`src/rtl/fr_normalizer_if.sv`:
```
// Handshake and data bundle between the fraction adder, the normaliser and its consumer.
// The master drives operands and out_ready; the slave (the normaliser) drives results.
interface fr_normalizer_if #(
  parameter int FRAC_W = 24,
  parameter int EXP_W  = 8
);
  logic              in_valid;
  logic              in_ready;
  logic [FRAC_W-1:0] frac_in;
  logic              overflow_in;
  logic              sign_in;
  logic [EXP_W-1:0]  exp_in;

  logic              out_valid;
  logic              out_ready;
  logic              sign_out;
  logic [EXP_W-1:0]  exp_out;
  logic [FRAC_W-2:0] frac_out;
  logic              zero_flag;
  logic              exp_overflow;
  logic              exp_underflow;

  modport master (
    output in_valid, frac_in, overflow_in, sign_in, exp_in, out_ready,
    input  in_ready, out_valid, sign_out, exp_out, frac_out,
           zero_flag, exp_overflow, exp_underflow
  );

  modport slave (
    input  in_valid, frac_in, overflow_in, sign_in, exp_in, out_ready,
    output in_ready, out_valid, sign_out, exp_out, frac_out,
           zero_flag, exp_overflow, exp_underflow
  );
endinterface

```
`src/rtl/fr_normalizer.sv`:
```
// Post-adder normaliser of the floating MAC: shifts the adder sum left one bit per cycle
// until the hidden bit is set, then rounds to nearest-even and packs sign/exponent/fraction.
module fr_normalizer #(
  parameter int FRAC_W = 24,
  parameter int EXP_W  = 8
) (
  input  logic            clock,
  input  logic            reset,
  fr_normalizer_if.slave  bus
);

  typedef enum logic [1:0] {IDLE, NORM, ROUND, DONE} state_t;

  // Two guard bits keep exp_in+1 and the round-up carry representable without wrap.
  localparam logic signed [EXP_W+1:0] EXP_ONE = {{(EXP_W+1){1'b0}}, 1'b1};
  localparam logic signed [EXP_W+1:0] EXP_MAX = {2'b00, {EXP_W{1'b1}}};
  localparam logic [FRAC_W-1:0]       MANT_HIDDEN = {1'b1, {(FRAC_W-1){1'b0}}};

  state_t                  state, state_n;
  logic [FRAC_W-1:0]       mant, mant_n;
  logic                    guard, guard_n;
  logic signed [EXP_W+1:0] exp_r, exp_n;
  logic                    sign_r, sign_n;

  logic                    sign_out_r, sign_out_n;
  logic [EXP_W-1:0]        exp_out_r, exp_out_n;
  logic [FRAC_W-2:0]       frac_out_r, frac_out_n;
  logic                    zero_r, zero_n;
  logic                    ovf_r, ovf_n;
  logic                    unf_r, unf_n;

  logic [FRAC_W:0]         rounded;
  logic [FRAC_W-1:0]       r_mant;
  logic signed [EXP_W+1:0] r_exp;
  logic                    accept;

  assign bus.in_ready      = (state == IDLE) && !reset;
  assign bus.out_valid     = (state == DONE);
  assign bus.sign_out      = sign_out_r;
  assign bus.exp_out       = exp_out_r;
  assign bus.frac_out      = frac_out_r;
  assign bus.zero_flag     = zero_r;
  assign bus.exp_overflow  = ovf_r;
  assign bus.exp_underflow = unf_r;

  assign accept = bus.in_valid && bus.in_ready;

  always_ff @(posedge clock) begin
    if (reset) begin
      state      <= IDLE;
      mant       <= '0;
      guard      <= 1'b0;
      exp_r      <= '0;
      sign_r     <= 1'b0;
      sign_out_r <= 1'b0;
      exp_out_r  <= '0;
      frac_out_r <= '0;
      zero_r     <= 1'b0;
      ovf_r      <= 1'b0;
      unf_r      <= 1'b0;
    end else begin
      state      <= state_n;
      mant       <= mant_n;
      guard      <= guard_n;
      exp_r      <= exp_n;
      sign_r     <= sign_n;
      sign_out_r <= sign_out_n;
      exp_out_r  <= exp_out_n;
      frac_out_r <= frac_out_n;
      zero_r     <= zero_n;
      ovf_r      <= ovf_n;
      unf_r      <= unf_n;
    end
  end

  always_comb begin
    state_n    = state;
    mant_n     = mant;
    guard_n    = guard;
    exp_n      = exp_r;
    sign_n     = sign_r;
    sign_out_n = sign_out_r;
    exp_out_n  = exp_out_r;
    frac_out_n = frac_out_r;
    zero_n     = zero_r;
    ovf_n      = ovf_r;
    unf_n      = unf_r;

    // Round-to-nearest-even with no sticky bit: only an exact tie on an odd LSB rounds up.
    rounded = {1'b0, mant} + {{FRAC_W{1'b0}}, guard & mant[0]};
    if (rounded[FRAC_W]) begin
      r_mant = MANT_HIDDEN;
      r_exp  = exp_r + EXP_ONE;
    end else begin
      r_mant = rounded[FRAC_W-1:0];
      r_exp  = exp_r;
    end

    case (state)
      IDLE: begin
        if (accept) begin
          sign_n = bus.sign_in;
          if (bus.overflow_in) begin
            mant_n  = {1'b1, bus.frac_in[FRAC_W-1:1]};
            guard_n = bus.frac_in[0];
            exp_n   = {2'b00, bus.exp_in} + EXP_ONE;
            state_n = ROUND;
          end else if (bus.frac_in == '0) begin
            sign_out_n = 1'b0;
            exp_out_n  = '0;
            frac_out_n = '0;
            zero_n     = 1'b1;
            ovf_n      = 1'b0;
            unf_n      = 1'b0;
            state_n    = DONE;
          end else begin
            mant_n  = bus.frac_in;
            guard_n = 1'b0;
            exp_n   = {2'b00, bus.exp_in};
            state_n = NORM;
          end
        end
      end

      NORM: begin
        if (mant[FRAC_W-1]) begin
          state_n = ROUND;
        end else if (exp_r <= EXP_ONE) begin
          sign_out_n = sign_r;
          exp_out_n  = '0;
          frac_out_n = '0;
          zero_n     = 1'b1;
          ovf_n      = 1'b0;
          unf_n      = 1'b1;
          state_n    = DONE;
        end else begin
          mant_n = {mant[FRAC_W-2:0], 1'b0};
          exp_n  = exp_r - EXP_ONE;
        end
      end

      ROUND: begin
        mant_n     = r_mant;
        exp_n      = r_exp;
        sign_out_n = sign_r;
        zero_n     = 1'b0;
        unf_n      = 1'b0;
        if (r_exp >= EXP_MAX) begin
          exp_out_n  = {EXP_W{1'b1}};
          frac_out_n = '0;
          ovf_n      = 1'b1;
        end else begin
          exp_out_n  = r_exp[EXP_W-1:0];
          frac_out_n = r_mant[FRAC_W-2:0];
          ovf_n      = 1'b0;
        end
        state_n = DONE;
      end

      DONE: begin
        if (bus.out_ready) begin
          state_n = IDLE;
        end
      end

      default: state_n = IDLE;
    endcase
  end

endmodule

```
`src/flat_wrapper.sv`:
```
// flat-port wrapper written by rule: the top's interface ports become plain ports
module fr_normalizer_flat 
#(
  parameter int FRAC_W = 24,
  parameter int EXP_W  = 8
)
  (clock, reset, bus_in_valid, bus_frac_in, bus_overflow_in, bus_sign_in, bus_exp_in, bus_out_ready, bus_in_ready, bus_out_valid, bus_sign_out, bus_exp_out, bus_frac_out, bus_zero_flag, bus_exp_overflow, bus_exp_underflow);
  fr_normalizer_if #(.FRAC_W(FRAC_W), .EXP_W(EXP_W)) bus_i ();
  input  logic clock;
  input  logic reset;
  input wire logic [$bits(bus_i.in_valid)-1:0] bus_in_valid;
  input wire logic [$bits(bus_i.frac_in)-1:0] bus_frac_in;
  input wire logic [$bits(bus_i.overflow_in)-1:0] bus_overflow_in;
  input wire logic [$bits(bus_i.sign_in)-1:0] bus_sign_in;
  input wire logic [$bits(bus_i.exp_in)-1:0] bus_exp_in;
  input wire logic [$bits(bus_i.out_ready)-1:0] bus_out_ready;
  output wire logic [$bits(bus_i.in_ready)-1:0] bus_in_ready;
  output wire logic [$bits(bus_i.out_valid)-1:0] bus_out_valid;
  output wire logic [$bits(bus_i.sign_out)-1:0] bus_sign_out;
  output wire logic [$bits(bus_i.exp_out)-1:0] bus_exp_out;
  output wire logic [$bits(bus_i.frac_out)-1:0] bus_frac_out;
  output wire logic [$bits(bus_i.zero_flag)-1:0] bus_zero_flag;
  output wire logic [$bits(bus_i.exp_overflow)-1:0] bus_exp_overflow;
  output wire logic [$bits(bus_i.exp_underflow)-1:0] bus_exp_underflow;
  assign bus_i.in_valid = bus_in_valid;
  assign bus_i.frac_in = bus_frac_in;
  assign bus_i.overflow_in = bus_overflow_in;
  assign bus_i.sign_in = bus_sign_in;
  assign bus_i.exp_in = bus_exp_in;
  assign bus_i.out_ready = bus_out_ready;
  assign bus_in_ready = bus_i.in_ready;
  assign bus_out_valid = bus_i.out_valid;
  assign bus_sign_out = bus_i.sign_out;
  assign bus_exp_out = bus_i.exp_out;
  assign bus_frac_out = bus_i.frac_out;
  assign bus_zero_flag = bus_i.zero_flag;
  assign bus_exp_overflow = bus_i.exp_overflow;
  assign bus_exp_underflow = bus_i.exp_underflow;
  fr_normalizer #(.FRAC_W(FRAC_W), .EXP_W(EXP_W)) u_core (.clock(clock), .reset(reset), .bus(bus_i));
endmodule
```
`config.mk`:
```
export PLATFORM = sky130hd
export DESIGN_NAME = fr_normalizer_flat
export DESIGN_NICKNAME = d
export VERILOG_FILES = /design/src/rtl/fr_normalizer_if.sv /design/src/rtl/fr_normalizer.sv /design/src/flat_wrapper.sv
export SDC_FILE = /design/constraint.sdc
export NUM_CORES = 1
export LEC_CHECK = 0
export BUFFER_PORTS_ARGS = -buffer_cell sky130_fd_sc_hd__buf_4
export CORE_UTILIZATION = 35
export DETAILED_ROUTE_END_ITERATION = 10
export PLACE_DENSITY = 0.62
export SLEW_MARGIN = 10
export SYNTH_ARGS = -nofsm -noshare
export SYNTH_HDL_FRONTEND = slang
export SYNTH_SLANG_ARGS = --single-unit
```
`constraint.sdc`:
```
create_clock -name clock -period 3.6 [get_ports clock]
set_clock_uncertainty 0.2 [all_clocks]
set_input_delay 0 -clock clock [delete_from_list [all_inputs] [get_ports clock]]
set_output_delay 0 -clock clock [all_outputs]
set_load 0.05 [all_outputs]
```
==> results.toml <==
[timing]
maxSlewViolCount = 0
fin_crit_sh = 0.9410
setup_viol = 0
tightest_slew_ps = 1182
fmax_ghz = 0.2952
period_minus_slack_ps = 3388
totalNegativeSetupSlack_ps = 0
hold_viol_final = 0
rsz0062_at_grt = "no"
relSlewSlack = 0.2119
layout_setup_ws_ps = 212.3

[cells_and_area]
n_antenna_cell = 0
nets = 754
multiInputGateArea_mm2 = 0.003214
ff_latch_area_mm2 = 0.001461
area_growth_pct = 29.02
drive_gt1_frac = 0.1941
fill_cells = 1358

[worst_setup_path]
r2r_setup_slack_ps = 210
critical_path.startpoint = "u_core.exp_r[0]"
r2r-end = "u_core.state[0]"
arrival_ps = 3430
crit_type = "reg2reg"
reg2regPathDepth = 9
startpoint_type = "register"
crit_end = "u_core.state[0]"
crit_path_max_fanout = 11
cp.required_ps = 3640
r2r-start = "u_core.exp_r[0]"
endpoint_kind = "register"

[yosys]
yosysTopAreaCell = "dfxtp_1"
syn_area_per_cell_um2 = 8.220
synthMuxAreaShare = 0.05174
synth_common_cells = "73 x dfxtp_1, 46 x nand2_1, 35 x a21oi_1"
syn-instance-count = 609
synth_area_leaders = "dfxtp_1 29%, a32o_1 6.6%, xnor2_1 4.7%"
synthAdderAreaFrac = 0.02499
synth_xor_area_frac = 0.06648
synth.distinct_cells = 70
yosys.area_share.simple = 0.2157
async_flop_share = 0
synth_top_flop_cell = "dfxtp_1"
yosysWarnings = 0
syn-num-nets = 657
yosysMostFrequentCell = "dfxtp_1"
netlist.area_leader.share = 0.2919
synth_edf_count = 0
synth_top_family_by_area = "compound AO/OA/AOI/OAI gates"
ys_seq_area_frac = 0.2919
synth_compound_area_frac = 0.2824
ys_ff_latch = 73
synthesis.area_mm2 = 0.005006

[status]
status = "completed"

[clock_tree]
clk_pin_slew_ps = 60
clockBufferDepth = 2
cts_buffers = 9
postCtsSetupRepairBufs = 0
cts-root-buf = "clkbuf_16"
clock_latency_ps = 360
clock-sinks = 73
cts_tree = "yes"
htree_num_levels = 3

[route]
via_count = 5437
drt_iter0_drc = 637
vias_per_cell = 6.102
wire_per_inst_um = 19.52
dr.pass1.iters = 7
wl_mm = 17.39
ant_nets = 0
drc_errors = 0

[grt]
antenna_found_initial = 1
first_global_vias = 5143
grt_max_degree = 42
grt_pass1_wl_mm = 27.12
grtUsageTotal = 0.2406
gr-total-overflow = 0

[pwr]
clkPwrFrac = 0.212
power_leakage_nw = 2.453
powerDensity_mw_per_mm2 = 710.2
swShare = 0.4617
seqPwrFrac = 0.271
comb_power_share = 0.517
net-switching-power_mw = 2.118
peakVddDrop_mv = 0.7024
cell_internal_pwr_mw = 2.469

[placed_design]
finalWeightedCongestion = 0.9446
dp_slack_ps = 559.3
io_buffers = 74
dpl.hpwl_mm = 12.03

[die]
ioPinCount = 75
dieArea_mm2 = 0.01479
die_h_um = 121.6
core.rowCount = 43
start_util = 0.3593
core_mm2 = 0.01393
die_w_um = 121.6

[worst_hold_path]
hold_path_class = "in2reg"

[run]
drv_cap = 0
==> sequential cells by signal (all words and copies together) (netlist names), 2 cells and up <==
name and flops:
u_core.mant 24, u_core.bus.frac_out 23, u_core.exp_r 10, u_core.bus.exp_out 8, u_core.state 2
==> power by group through the flow <==
| stage | registers, mW | clock network, mW | logic (mW) |
|---|---|---|---|
| finish | 1.24 | 0.973 | 2.37 |
| global route | 1.27 | 1.03 | 2.56 |
| global placement | 1.23 | 0 | 2.22 |
| CTS | 1.23 | 0.982 | 2.32 |
| detailed placement | 1.24 | 0 | 2.25 |
| floorplan | 1.09 | 0 | 1.72 |
==> kinds of logic (layout without fill, tap and decap cells) <==
group	Yosys count	after routing
XOR/XNOR	38	38
AO/OA/AOI/OAI	194	194
flip-flops	73	73
adder cells (fa/ha/maj)	10	10
buffers and inverters	73	175
multiplexers	25	25
AND/OR/NAND/NOR	196	196
==> area by class of cell <==
type | count | share of cell area
flip-flops and latches | 73 | 0.2263
clock buffers | 10 | 0.03545
multi-input cells | 463 | 0.4977
repair buffers | 141 | 0.1825
clock inverters | 6 | 0.01279
inverters | 18 | 0.01046
well taps | 180 | 0.03487
==> metrics by stage <==
step | instance area (um^2) | total power [mW] | cells | hold slack [ps] | util
final | 6459 | 4.587 | 891 | 27.53 | 0.4635
after global routing | 6459 | 4.852 | 891 | 56.60 | 0.4635
after CTS | 6459 | 4.532 | 891 | 17.19 | 0.4635
after detailed placement | 5717 | 3.494 | 832 | 76.37 | 0.4103
after global placement | 5717 | 3.451 | 832 | 88.16 | 0.4103
after floorplan | 5006 | 2.811 | 609 | -51.36 | -
==> placed cells by master, fill, tap and decap left out, types with 3 or more instances in the layout <==
master | netlist | routed
xnor2_1 | 27 | 27
o21ai_0 | 34 | 34
and2_1 | 4 | 4
nor2_1 | 33 | 33
dlygate4sd3_1 | 0 | 43
o221ai_1 | 3 | 3
buf_4 | 5 | 97
o31ai_1 | 12 | 12
nand4_1 | 11 | 11
a21o_1 | 5 | 5
xor2_1 | 11 | 11
and3_1 | 7 | 7
a221oi_1 | 3 | 3
nand3b_1 | 5 | 5
mux2_2 | 7 | 7
o21ai_1 | 3 | 3
nand2_1 | 46 | 46
a211o_1 | 5 | 5
clkbuf_16 | 0 | 9
or3_1 | 4 | 4
or4_1 | 7 | 7
clkinv_2 | 0 | 3
nor3_1 | 19 | 19
a32o_1 | 33 | 33
inv_1 | 16 | 16
a22o_1 | 3 | 3
dfxtp_1 | 73 | 73
mux2i_1 | 18 | 18
ha_1 | 10 | 10
o41ai_1 | 6 | 6
nand3_1 | 20 | 20
a21oi_1 | 35 | 34
o32ai_1 | 4 | 4
nor2b_1 | 7 | 7
o22ai_1 | 12 | 12
and4_1 | 4 | 4
nand2b_1 | 4 | 4
a211oi_1 | 14 | 14
nor4_1 | 14 | 14
==> metal layers <==
metal	wire length [um]	global-route usage	vias to the layer above	share of wire
li1	-	-	2518	-
met1	7479	0.3071	2611	0.43
met2	8021	0.3885	261	0.46
met3	1460	0.06133	45	0.084
met4	413	0.09028	2	0.024
met5	13	0	-	0.00075
==> timing repair <==
| item | 4_1_cts | 5_1_grt |
|---|---|---|
| gates resized for setup | 0 | 0 |
| hold buffers | 43 | 0 |
| hold endpoints to repair | 43 | 0 |
==> how the worst min path moves through the flow <==
| stage | from | endpoint | cells past startpoint |
|---|---|---|---|
| after global placement | bus_sign_in | u_core.sign_r | 3 |
| after floorplan | bus_sign_in | u_core.sign_r | 2 |
| after detailed placement | bus_sign_in | u_core.sign_r | 3 |
| final | bus_out_ready | u_core.state[1] | 5 |
| after global routing | bus_out_ready | u_core.state[1] | 5 |
| after CTS | bus_out_ready | u_core.state[1] | 5 |
==> critical path, stage by stage, from the launching register on <==
cell	delay, ps
dfxtp_1	530
inv_1	160
ha_1	300
or2_2	310
a31o_2	270
nor3_1	450
a221o_1	240
mux2i_1	200
nor2_1	50
dlygate4sd3_1	560
Power figures use the tool's default switching activity.
